**config.mk**
```make
export PLATFORM = sky130hd
export DESIGN_NAME = mem_cycle_arbiter
export DESIGN_NICKNAME = d
export VERILOG_FILES = /design/src/rtl/mem_arb_pkg.sv /design/src/rtl/mem_arb_pick.sv /design/src/rtl/mem_cycle_arbiter.sv
export SDC_FILE = /design/constraint.sdc
export NUM_CORES = 1
export LEC_CHECK = 0
export CAP_MARGIN = 15
export CELL_PAD_IN_SITES_DETAIL_PLACEMENT = 0
export CELL_PAD_IN_SITES_GLOBAL_PLACEMENT = 1
export CORE_MARGIN = 1.5
export CORE_UTILIZATION = 29
export DETAILED_ROUTE_END_ITERATION = 8
export GPL_ROUTABILITY_DRIVEN = 0
export HOLD_SLACK_MARGIN = 0.08
export PLACE_DENSITY_LB_ADDON = 0.1
export SYNTH_ARGS = -nofsm -noshare
export SYNTH_HDL_FRONTEND = slang
export SYNTH_SLANG_ARGS = --single-unit
```
**constraint.sdc**
```tcl
create_clock -name clk -period 1.7 [get_ports clk]
set_input_delay 0.255 -clock clk [delete_from_list [all_inputs] [get_ports clk]]
set_output_delay 0.255 -clock clk [all_outputs]
set_load 0.1 [all_outputs]
```
**src/rtl/mem_arb_pkg.sv**
```systemverilog
// Shared encodings for the core-memory cycle arbiter: opcodes, FSM states, default timeout.
package mem_arb_pkg;

    localparam logic [1:0] OP_RD  = 2'd0;
    localparam logic [1:0] OP_WR  = 2'd1;
    localparam logic [1:0] OP_INC = 2'd2;

    typedef logic [1:0] state_t;

    localparam state_t ST_IDLE = 2'd0;
    localparam state_t ST_ARM  = 2'd1;
    localparam state_t ST_BUSY = 2'd2;
    localparam state_t ST_ACK  = 2'd3;

    localparam int TIMEOUT_DEFAULT = 200;

endpackage

```
**src/rtl/mem_arb_pick.sv**
```systemverilog
// Winner selection between the CPU and data-break ports.
// MEM_ARB_RR_EN: round-robin on contention; otherwise fixed break-over-CPU priority.
module mem_arb_pick (
    input  logic cpu_req,
    input  logic brk_req,
`ifdef MEM_ARB_RR_EN
    input  logic last_brk,
`endif
    output logic pick_brk,
    output logic pick_any
);

    assign pick_any = cpu_req | brk_req;

`ifdef MEM_ARB_RR_EN
    // On contention the port that did not win last time gets the cycle.
    assign pick_brk = brk_req & (~cpu_req | ~last_brk);
`else
    assign pick_brk = brk_req;
`endif

endmodule

```
**src/rtl/mem_cycle_arbiter.sv**
```systemverilog
// Memory-cycle sequencer and CPU/data-break arbiter for the core-memory emulation.
// MEM_ARB_RR_EN selects round-robin arbitration (see mem_arb_pick).
module mem_cycle_arbiter
    import mem_arb_pkg::*;
#(
    parameter int ADDR_W      = 15,
    parameter int DATA_W      = 12,
    parameter int TIMEOUT_CYC = TIMEOUT_DEFAULT
) (
    input  logic              clk,
    input  logic              rst,
    input  logic              cpu_req,
    input  logic [1:0]        cpu_op,
    input  logic [ADDR_W-1:0] cpu_addr,
    input  logic [DATA_W-1:0] cpu_wdata,
    output logic              cpu_ack,
    input  logic              brk_req,
    input  logic [1:0]        brk_op,
    input  logic [ADDR_W-1:0] brk_addr,
    input  logic [DATA_W-1:0] brk_wdata,
    output logic              brk_ack,
    output logic [DATA_W-1:0] rd_data,
    output logic              ovf,
    output logic              grant_brk,
    output logic              busy,
    output logic              timeout_err,
    output logic              mem_start,
    input  logic              mem_done_n,
    output logic [ADDR_W-1:0] mem_addr,
    output logic [DATA_W-1:0] mem_data_in,
    input  logic [DATA_W-1:0] mem_data_out
);

    localparam int CNT_W = $clog2(TIMEOUT_CYC + 1);

    state_t            state;
    logic [1:0]        op_q;
    logic [ADDR_W-1:0] addr_q;
    logic [DATA_W-1:0] wdata_q;
    logic [CNT_W-1:0]  tmo_cnt;
    logic              pick_brk;
    logic              pick_any;
    logic              tmo_hit;

    mem_arb_pick u_pick (
        .cpu_req (cpu_req),
        .brk_req (brk_req),
`ifdef MEM_ARB_RR_EN
        .last_brk(grant_brk),
`endif
        .pick_brk(pick_brk),
        .pick_any(pick_any)
    );

    assign mem_start = (state == ST_ARM) || (state == ST_BUSY);
    assign busy      = (state != ST_IDLE);
    assign mem_addr  = addr_q;
    assign tmo_hit   = (tmo_cnt == CNT_W'(TIMEOUT_CYC));

    // Write-back word: the memory rewrites the location on every cycle.
    always_comb begin
        // NOTE: default first so every path assigns mem_data_in and no latch is inferred.
        mem_data_in = mem_data_out;
        case (op_q)
            OP_WR:   mem_data_in = wdata_q;
            OP_INC:  mem_data_in = mem_data_out + DATA_W'(1);
            default: mem_data_in = mem_data_out;
        endcase
    end

    always_ff @(posedge clk or posedge rst) begin
        if (rst) begin
            // NOTE: sequential state uses non-blocking assignments so all registers update together.
            state       <= ST_IDLE;
            op_q        <= OP_RD;
            addr_q      <= '0;
            wdata_q     <= '0;
            tmo_cnt     <= '0;
            rd_data     <= '0;
            ovf         <= 1'b0;
            grant_brk   <= 1'b0;
            timeout_err <= 1'b0;
            cpu_ack     <= 1'b0;
            brk_ack     <= 1'b0;
        end else begin
            cpu_ack <= 1'b0;
            brk_ack <= 1'b0;
            tmo_cnt <= mem_start ? tmo_cnt + CNT_W'(1) : '0;
            case (state)
                ST_IDLE: begin
                    if (pick_any) begin
                        grant_brk <= pick_brk;
                        op_q      <= pick_brk ? brk_op    : cpu_op;
                        addr_q    <= pick_brk ? brk_addr  : cpu_addr;
                        wdata_q   <= pick_brk ? brk_wdata : cpu_wdata;
                        state     <= ST_ARM;
                    end
                end
                ST_ARM: begin
                    // Wait out the stale done left low by the previous cycle.
                    if (tmo_hit) begin
                        timeout_err <= 1'b1;
                        state       <= ST_ACK;
                    end else if (mem_done_n) begin
                        state <= ST_BUSY;
                    end
                end
                ST_BUSY: begin
                    if (!mem_done_n) begin
                        rd_data <= mem_data_out;
                        if (op_q == OP_INC)
                            ovf <= &mem_data_out;
                        state <= ST_ACK;
                    end else if (tmo_hit) begin
                        timeout_err <= 1'b1;
                        state       <= ST_ACK;
                    end
                end
                ST_ACK: begin
                    cpu_ack <= ~grant_brk;
                    brk_ack <= grant_brk;
                    state   <= ST_IDLE;
                end
                default: state <= ST_IDLE;
            endcase
        end
    end

endmodule

```
==> results of run 1 <==
[path summary, 6_finish.rpt]
check	end	slack, ns	from
setup / recovery	mem_data_in[5]	-0.45	op_q[1]$_DFFE_PP0P_
hold / removal	rd_data[9]$_DFFE_PP0P_	0.18	rst
setup reg to reg	state[1]$_DFFE_PP0P_	0.04	tmo_cnt[1]$_DFF_PP0_
hold reg to reg	wdata_q[9]$_DFFE_PP0P_	0.50	wdata_q[9]$_DFFE_PP0P_
max in group asynchronous	wdata_q[2]$_DFFE_PP0P_	0.99	rst
min in group clk	grant_brk$_DFFE_PP0P_	0.32	brk_req
[stage by stage]
| step | util (%) | worst slack (ns) | instances |
|---|---|---|---|
| finish | 55.5 | -0.446 | 596 |
| global route | 55.5 | -0.580 | 596 |
| CTS | 54.8 | -0.461 | 593 |
| detailed placement | 52.5 | -0.568 | 582 |
| global placement | 52.5 | -0.521 | 582 |
| floorplan | - | -0.224 | 298 |
[sequential cells by signal, indices dropped and copies added, names as in the netlist, 2 cells and up]
signal,flops
state,2
mem_addr,15
rd_data,12
wdata_q,12
op_q,2
tmo_cnt,8
[timing repair]
action,in CTS,in global routing
gates resized for setup,32,12
cloned,0,1
pin swaps,9,5
setup endpoints to repair,15,15
buffers inserted,3,2
endpoints found under the hold margin,0,0
[worst reg2reg max path: stages, from the launching register on]
cell     delay, ns
dfrtp_1       0.40
inv_1         0.06
ha_1          0.14
nand4_1       0.12
o41a_1        0.36
a21oi_2       0.16
mux2_4        0.31
[kinds of logic after synthesis]
logic type,after synthesis
AOI/OAI and AO/OA,66
xor gates and xnor gates,6
adders and majority gates,10
buffers and inverters,30
DFF,56
muxes,46
and+or+nand+nor,84
[layer usage]
layer	global-route usage [%]	vias up
li1	-	1378
met1	20.0	1313
met2	28.5	72
met3	4.39	8
met4	4.21	0
met5	0	-
[final cells by class]
class	instances	area [um^2]	share of cell area (%)
Clock buffer	6	82.6	1.45
Tap cell	136	170	3.00
Clock inverter	2	15.0	0.264
Sequential cell	56	1400	24.7
Timing Repair Buffer	169	2110	37.2
Multi-Input combinational cell	212	1840	32.4
Inverter	15	56.3	0.991
[layout by cell type, fill, tap and decap left out, drive strengths merged, types with 8 or more instances in the layout]
cell           Yosys  routed
ha                10      10
o21ai             35      35
buf                9      95
mux2i             30      30
mux2              16      16
clkdlybuf4s50      0      63
nand3             10      10
nand2             40      40
dlygate4sd2        0      10
dfrtp             56      56
and2               8       8
inv               15      15
==> run_results.csv, run 1 <==
group,metric,value,unit
logic_synthesis,ys_seq_elements,56,
cells_and_area,final_area,5680,um^2
logic_synthesis,ys.flop_type,"dfrtp_1",
clock_network,cts_sinks,56,
sta,tightestPinTransition,0.366,ns
sta,whs,0.181,ns
floorplanning,die_x,105,um
sta,min_period,2.15,ns
clock_network,root_buffer,"clkbuf_8",
routing,wl_met3,574,um
cells_and_area,n_fill_cell,912,
sta,worst_slack,-0.446,ns
clock_network,clkTransAtPathRegs,0.11,ns
placement,place_hpwl,6900,um
routing,wire_per_inst,14.8,um
sta,setup_violations,12,
worst_setup_path,cp.required,1.44,ns
sta,slew_headroom,75.4,%
worst_setup_path,worstSetupStartpointType,"register",
floorplanning,floorplan.initialDensity,29.7,%
worst_setup_path,crit_path_end_kind,"output port",
routing,drt-total-wl,8840,um
sta,period_share,126,%
worst_setup_path,r2r_cells,6,
outcome,status,"complete, but fails checks",
global_route,antenna_found_initial,0,
worst_setup_path,cp.depth,5,
outcome,violations,"setup timing",
floorplanning,core_area,10200,um^2
worst_setup_path,critical_path.cell_chain,"ha_4 -> buf_6 -> nor4b_1 -> a311o_2 -> buf_12",
logic_synthesis,synth_area,3040,um^2
clock_network,clk_latency,0.31,ns
sta,hold_viol_final,0,
logic_synthesis,synthXorXnorAreaFrac,1.73,%
clock_network,numCtsBuffers,5,
clock_network,cts_buffer_depth,2,
worst_setup_path,arrival,1.89,ns
global_route,grt_max_degree,46,
logic_synthesis,yosysTopAreaCellShare,46.1,%
worst_setup_path,cp_max_fo,10,
flow_run,drv_cap,0,
cells_and_area,area_growth,86.8,%
sta,fin_skew,0.00982,ns
logic_synthesis,synthTopCellsByArea,"dfrtp_1, mux2i_1, mux2_2",
sta,fmax,466,MHz
logic_synthesis,yosysSeqAreaShare,46.1,%
routing,drc_errors,0,
logic_synthesis,synth-compound-area-share,13.8,%
worst_setup_path,crit_family,"flip-flops",
global_route,grt_pass1_wl,14300,um
cells_and_area,layout-drive-gt1-share,37.0,%
logic_synthesis,synthArstFlopShare,100,%
worst_hold_path,holdCritPathClass,"in2async",
floorplanning,die-area,11100,um^2
logic_synthesis,synth.area.mux_share,15.8,%
cells_and_area,antennaDiodeCount,0,
logic_synthesis,synth_edf_count,0,
global_route,grt_usage,16.4,%
worst_setup_path,path_buf_inv,2,
placement,io_buffers,120,
routing,wl_met2,4500,um
global_route,grt-ovfl-total,0,
routing,num_vias,2771,
floorplanning,io_pins,121,
sta,slew_violations,0,
logic_synthesis,synthTopCellsByCount,"dfrtp_1, nand2_1, o21ai_0",
clock_network,cts_max_level,2,
logic_synthesis,synthDistinctLibCells,51,
logic_synthesis,ys_warn_count,0,
logic_synthesis,synth-adder-area-share,4.11,%
placement,placed_area,5370,um^2
clock_network,tritoncts,"built",
cells_and_area,final_nets,544,
routing,ant_nets,0,
logic_synthesis,synthSimpleGateAreaFrac,14.4,%
routing,wl_met1,3680,um
logic_synthesis,synth_top_cell_by_area,"dfrtp_1",
logic_synthesis,synth_cells,298,
clock_network,holdBufCountCts,0,
logic_synthesis,synth_top_family_by_area,"multiplexers",
routing,drtIter0Drc,66,
logic_synthesis,avgSynthCellArea,10.2,um^2
floorplanning,die_h,105,um
worst_setup_path,cp_slowest_cell,"dfrtp_1",
logic_synthesis,synth_nets,383,
global_route,grt_pass1_vias,2790,
floorplanning,rows,37,
routing,drt_pass1_iterations,4,
worst_setup_path,slowest_delay,0.43,ns
sta,tns,-4.10,ns
sta,rsz0062_at_grt,"yes",
logic_synthesis,synth.most_common_cell,"dfrtp_1",
routing,routed.top_layer,"met4",
worst_setup_path,path_class,"reg2out",
routing,routed_via_density,4.65,
Power of run 1 is left out: the tool's default activity adds up to more than one toggle a clock period on the data nets, which glitch-free logic cannot reach.
==> inputs of run 2 (changes only) <==
--- a/config.mk
+++ b/config.mk
@@ -14,6 +14,8 @@
 export GPL_ROUTABILITY_DRIVEN = 0
 export HOLD_SLACK_MARGIN = 0.08
 export PLACE_DENSITY_LB_ADDON = 0.1
+export SLEW_MARGIN = 30
 export SYNTH_ARGS = -nofsm -noshare
 export SYNTH_HDL_FRONTEND = slang
+export SYNTH_HIERARCHICAL = 1
 export SYNTH_SLANG_ARGS = --single-unit
==> run 2 against run 1 <==
The flow still finishes with violations (setup timing). Via count shrank 0.25%. Fmax grew 1.9%. Wire length shrank 6.6%. Largest cell class unchanged.
==> run_results.csv, run 2 <==
group,metric,value,unit
worst_setup_path,cp_slowest_cell,"dfrtp_1",
sta,min_period,2.10,ns
logic_synthesis,avgSynthCellArea,9.99,um^2
worst_setup_path,worstReg2RegEnd,"state[0]$_DFFE_PP0P_",
logic_synthesis,ys_warn_count,6,
floorplanning,die_h,105,um
routing,num_vias,2764,
outcome,status,"complete, but fails checks",
worst_setup_path,cp.depth,5,
logic_synthesis,synth_area,3030,um^2
placement,io_buffers,120,
floorplanning,die_x,105,um
sta,fmax,475,MHz
logic_synthesis,synth_top_cell_by_area,"dfrtp_1",
routing,routed_via_density,4.68,
routing,drc_errors,0,
placement,placed_area,5260,um^2
logic_synthesis,ys.flop_type,"dfrtp_1",
worst_setup_path,worstSetupStartpointType,"register",
global_route,grt-ovfl-total,0,
cells_and_area,largest_reg_flops,15,
worst_setup_path,crit_family,"compound AO/OA/AOI/OAI gates",
logic_synthesis,yosysTopAreaCellShare,46.3,%
routing,drt_pass1_iterations,4,
logic_synthesis,synthTopCellsByArea,"dfrtp_1, mux2i_1, a21oi_1",
floorplanning,core_area,10200,um^2
clock_network,root_buffer,"clkbuf_8",
sta,hold_viol_final,0,
sta,slew_violations,0,
logic_synthesis,synth_cells,303,
outcome,violations,"setup timing",
logic_synthesis,synth_edf_count,0,
floorplanning,io_pins,121,
placement,numPlacedInstances,578,
clock_network,tritoncts,"built",
global_route,grt_usage,15.1,%
worst_setup_path,critical_path.cell_chain,"ha_4 -> nor2b_1 -> a22o_1 -> a311o_2 -> buf_12",
clock_network,clk_latency,0.31,ns
sta,tns,-3.94,ns
global_route,grt_max_degree,57,
worst_hold_path,holdCritPathClass,"in2async",
cells_and_area,final_area,5470,um^2
floorplanning,rows,37,
worst_setup_path,path_class,"reg2out",
placement,place_hpwl,6380,um
logic_synthesis,yosysSeqAreaShare,46.3,%
worst_setup_path,r2r-start,"tmo_cnt[0]$_DFF_PP0_",
clock_network,numCtsBuffers,5,
cells_and_area,final_cell_mix,"clkdlybuf4s50_1, dfrtp_1, buf_12, a21oi_1, buf_4",
logic_synthesis,synthTopCellsByCount,"dfrtp_1, a21oi_1, nor2_1",
worst_setup_path,slowest_delay,0.44,ns
routing,drtIter0Drc,106,
worst_setup_path,rrSetupSlack,0.08,ns
sta,slew_headroom,74.5,%
logic_synthesis,synth.most_common_cell,"dfrtp_1",
logic_synthesis,synthDistinctLibCells,47,
sta,tightestPinTransition,0.379,ns
global_route,antenna_found_initial,0,
floorplanning,floorplan.initialDensity,29.6,%
sta,worst_slack,-0.405,ns
worst_setup_path,arrival,1.85,ns
routing,wire_per_inst,14.0,um
clock_network,cts_buffer_depth,2,
routing,drt-total-wl,8260,um
cells_and_area,area_growth,80.7,%
worst_setup_path,cp_max_fo,6,
global_route,grt_pass1_wl,13300,um
worst_setup_path,r2r_cells,6,
cells_and_area,layout-drive-gt1-share,30.4,%
clock_network,cts_max_level,2,
sta,setup_violations,12,
worst_setup_path,crit_path_end_kind,"output port",
clock_network,cts_sinks,56,
clock_network,clkTransAtPathRegs,0.10,ns
cells_and_area,fin_cells,590,
sta,period_share,124,%
worst_setup_path,path_buf_inv,1,
sta,rsz0062_at_grt,"yes",
logic_synthesis,synthArstFlopShare,100,%
flow_run,drv_cap,0,
cells_and_area,final_nets,540,
sta,whs,0.318,ns
global_route,grt_pass1_vias,2745,
cells_and_area,antennaDiodeCount,0,
worst_setup_path,cp.required,1.44,ns
routing,ant_nets,0,
logic_synthesis,ys_seq_elements,56,
cells_and_area,layout_commonest_cell,"clkdlybuf4s50_1",
sta,fin_skew,0.00815,ns
floorplanning,die-area,11100,um^2
logic_synthesis,synth_nets,388,
[run 2: area by class of cell]
type / instances / area (um^2)
fill: 928 / 4760
timing repair buffer: 162 / 2040
multi-input combinational: 214 / 1690
sequential: 56 / 1400
tap: 136 / 170
clock buffer: 5 / 68.8
inverter: 16 / 65.1
clock inverter: 1 / 30.0
[run 2: logic make-up (layout without fill, tap and decap cells)]
logic type / count (synthesis) / count (layout) / synth area share [%]
adder cells (fa/ha/maj): 10 / 10 / 4.13
multiplexers: 45 / 45 / 15.4
AO/OA/AOI/OAI: 71 / 71 / 14.1
flip-flops: 56 / 56 / 46.3
AND/OR/NAND/NOR: 82 / 82 / 13.8
XOR/XNOR: 6 / 6 / 1.74
buffers and inverters: 33 / 184 / 4.51
[run 2: repair_timing]
item	CTS	global route
gates cloned	0	0
hold buffers	0	0
setup endpoints to repair	13	14
buffers inserted	2	4
gates resized for setup	18	9
pin swaps	6	2
[run 2: routing by layer]
layer  share of wire (%)  GRT usage (%)  wire length, um
met4                0.91           3.23               75
met2                  48           24.7             3940
met5                   0              0                0
met1                  44           19.2             3650
met3                 7.2           5.18              591
[run 2: through the flow]
stage | util [%] | setup slack [ns]
after floorplan | - | -0.105
after global placement | 51.4 | -0.535
after detailed placement | 51.4 | -0.521
after CTS | 52.7 | -0.406
after global routing | 53.5 | -0.515
final | 53.5 | -0.405
[run 2: how the worst max path moves through the flow]
| stage | start | to |
|---|---|---|
| after floorplan | op_q[0]$_DFFE_PP0P_ | mem_data_in[10] |
| after global placement | mem_data_out[1] | mem_data_in[10] |
| after detailed placement | mem_data_out[0] | mem_data_in[10] |
| after CTS | op_q[0]$_DFFE_PP0P_ | mem_data_in[10] |
| after global routing | op_q[0]$_DFFE_PP0P_ | mem_data_in[7] |
| final | op_q[1]$_DFFE_PP0P_ | mem_data_in[5] |
[run 2: worst register-to-register path, delay by kind of cell (launching register included)]
kind                       cells  cell delay [ns]
AOI/OAI and AO/OA              2             0.31
adders and majority gates      1             0.16
buffers and inverters          1             0.07
DFF                            1             0.41
and+or+nand+nor                2             0.57
Power of run 2 is left out for the same reason.
==> inputs of run 3 (changes only) <==
--- a/config.mk
+++ b/config.mk
@@ -9,7 +9,7 @@
 export CELL_PAD_IN_SITES_DETAIL_PLACEMENT = 0
 export CELL_PAD_IN_SITES_GLOBAL_PLACEMENT = 1
 export CORE_MARGIN = 1.5
-export CORE_UTILIZATION = 29
+export CORE_UTILIZATION = 32
 export DETAILED_ROUTE_END_ITERATION = 8
 export GPL_ROUTABILITY_DRIVEN = 0
 export HOLD_SLACK_MARGIN = 0.08
==> constraint.sdc (replaced) <==
create_clock -name clk -period 2.02 [get_ports clk]
set_input_delay 0.303 -clock clk [delete_from_list [all_inputs] [get_ports clk]]
set_output_delay 0.303 -clock clk [all_outputs]
set_load 0.1 [all_outputs]
==> run 3 against run 2 <==
The run still ends with setup timing left. First-iteration DRC count did not move. Cell area fell by 6.8%. Non-clock buffer count up 1. Clock-buffer cell count up 3. Clock skew about the same. Die area fell by 9.1%. Sequential share of layout area up 1.9 points. Critical endpoint unchanged.
==> run_results.csv, run 3 (same netlist as run 2, synthesis figures left out) <==
group,metric,value,unit
outcome,status,"complete, but fails checks",
outcome,violations,"setup timing",
placement,place_hpwl,6040,um
routing,routed_via_density,4.95,
routing,drt_pass1_iterations,6,
global_route,antenna_found_initial,0,
worst_hold_path,holdCritPathClass,"in2reg",
cells_and_area,multi_input_area,1740,um^2
clock_network,root_buffer,"clkbuf_8",
cells_and_area,layout_commonest_cell,"buf_4",
worst_setup_path,path_class,"reg2out",
sta,slew_headroom,65.8,%
clock_network,cts_buffer_depth,2,
clock_network,clkTransAtPathRegs,0.10,ns
global_route,grt-ovfl-total,0,
floorplanning,rows,35,
sta,fin_skew,0.00801,ns
routing,drtIter0Drc,106,
flow_run,drv_cap,0,
worst_hold_path,holdPathStages,2,
worst_setup_path,worstSetupStartpointType,"register",
routing,drt-total-wl,8660,um
sta,fmax,467,MHz
clock_network,cts_max_level,2,
sta,tns,-0.794,ns
cells_and_area,seq_area,1400,um^2
cells_and_area,area_growth,68.5,%
sta,tightestPinTransition,0.512,ns
cells_and_area,final_area,5100,um^2
clock_network,tritoncts,"built",
cells_and_area,antennaDiodeCount,0,
worst_setup_path,cp.required,1.72,ns
floorplanning,die-area,10100,um^2
routing,wire_per_inst,15.2,um
global_route,grt_max_degree,57,
cells_and_area,n_fill_cell,860,
clock_network,cts_sinks,56,
sta,hold_viol_final,0,
sta,setup_violations,11,
sta,period_share,106,%
floorplanning,floorplan.initialDensity,32.9,%
cells_and_area,final_cell_mix,"buf_4, clkdlybuf4s50_1, dfrtp_1, a21oi_1, nor2_1",
cells_and_area,final_core_utilization,55.5,%
sta,rsz0062_at_grt,"yes",
worst_setup_path,cp_max_fo,7,
worst_setup_path,crit_path_end_kind,"output port",
global_route,grt_pass1_wl,13500,um
worst_setup_path,r2r_cells,6,
placement,placed_area,4660,um^2
routing,drc_errors,0,
cells_and_area,layout-drive-gt1-share,33.0,%
placement,io_buffers,120,
routing,ant_nets,0,
cells_and_area,final_nets,541,
cells_and_area,largest_reg_flops,15,
routing,num_vias,2810,
sta,slew_violations,0,
clock_network,clk_latency,0.31,ns
worst_setup_path,arrival,1.84,ns
sta,min_period,2.14,ns
floorplanning,io_pins,121,
floorplanning,core_area,9200,um^2
global_route,grt_usage,17.0,%
clock_network,numCtsBuffers,5,
sta,worst_slack,-0.119,ns
floorplanning,die_x,100,um
floorplanning,die_h,100,um
global_route,grt_pass1_vias,2749,
==> run 3: worst paths after layout <==
path                                           endpoint                   from  slack, ns
worst max-delay path                     mem_data_in[5]    op_q[1]$_DFFE_PP0P_      -0.12
worst min-delay path             rd_data[2]$_DFFE_PP0P_        mem_data_out[2]       0.35
worst max register to register     state[0]$_DFFE_PP0P_   tmo_cnt[0]$_DFF_PP0_       0.37
worst min register to register        cpu_ack$_DFF_PP0_  grant_brk$_DFFE_PP0P_       0.47
max in group asynchronous           op_q[1]$_DFFE_PP0P_                    rst       1.39
min in group asynchronous       wdata_q[11]$_DFFE_PP0P_                    rst       0.37
==> run 3: metal layers <==
layer | share of wire [%] | wire, um | global-route usage (%) | up-vias
met5 | 0 | 0 | 0 | -
met4 | 0.98 | 85 | 4.77 | 0
met3 | 6.1 | 528 | 4.04 | 8
met2 | 50 | 4320 | 29.1 | 81
met1 | 43 | 3730 | 21.6 | 1344
li1 | - | - | - | 1377
==> run 3: cell type report <==
class                      count  area share (%)
multi-input combinational    214            34.2
inverter                      16            1.32
timing repair buffer         163            32.5
sequential                    56            27.5
clock buffer                   8            1.77
tap                          111            2.72
==> run 3: worst max-delay path, stage by stage, from the launching register on <==
cell	delay, ns
dfrtp_2	0.45
ha_4	0.32
buf_12	0.14
nor4_1	0.05
a311o_2	0.39
buf_12	0.18
==> run 3: through the flow <==
| stage | hold slack (ns) | setup WS, ns | std cells |
|---|---|---|---|
| final | 0.346 | -0.119 | 568 |
| after global routing | 0.340 | -0.221 | 568 |
| after CTS | 0.382 | -0.171 | 563 |
| after detailed placement | 0.458 | -0.329 | 543 |
| after global placement | 0.453 | -0.297 | 543 |
| after floorplan | 0.437 | -0.212 | 303 |
==> run 3: repair_timing <==
item / CTS / global route
pin swaps: 16 / 9
hold buffers: 0 / 0
setup endpoints to repair: 12 / 13
resized for setup: 44 / 19
setup buffers: 12 / 5
Power of run 3 is left out for the same reason.
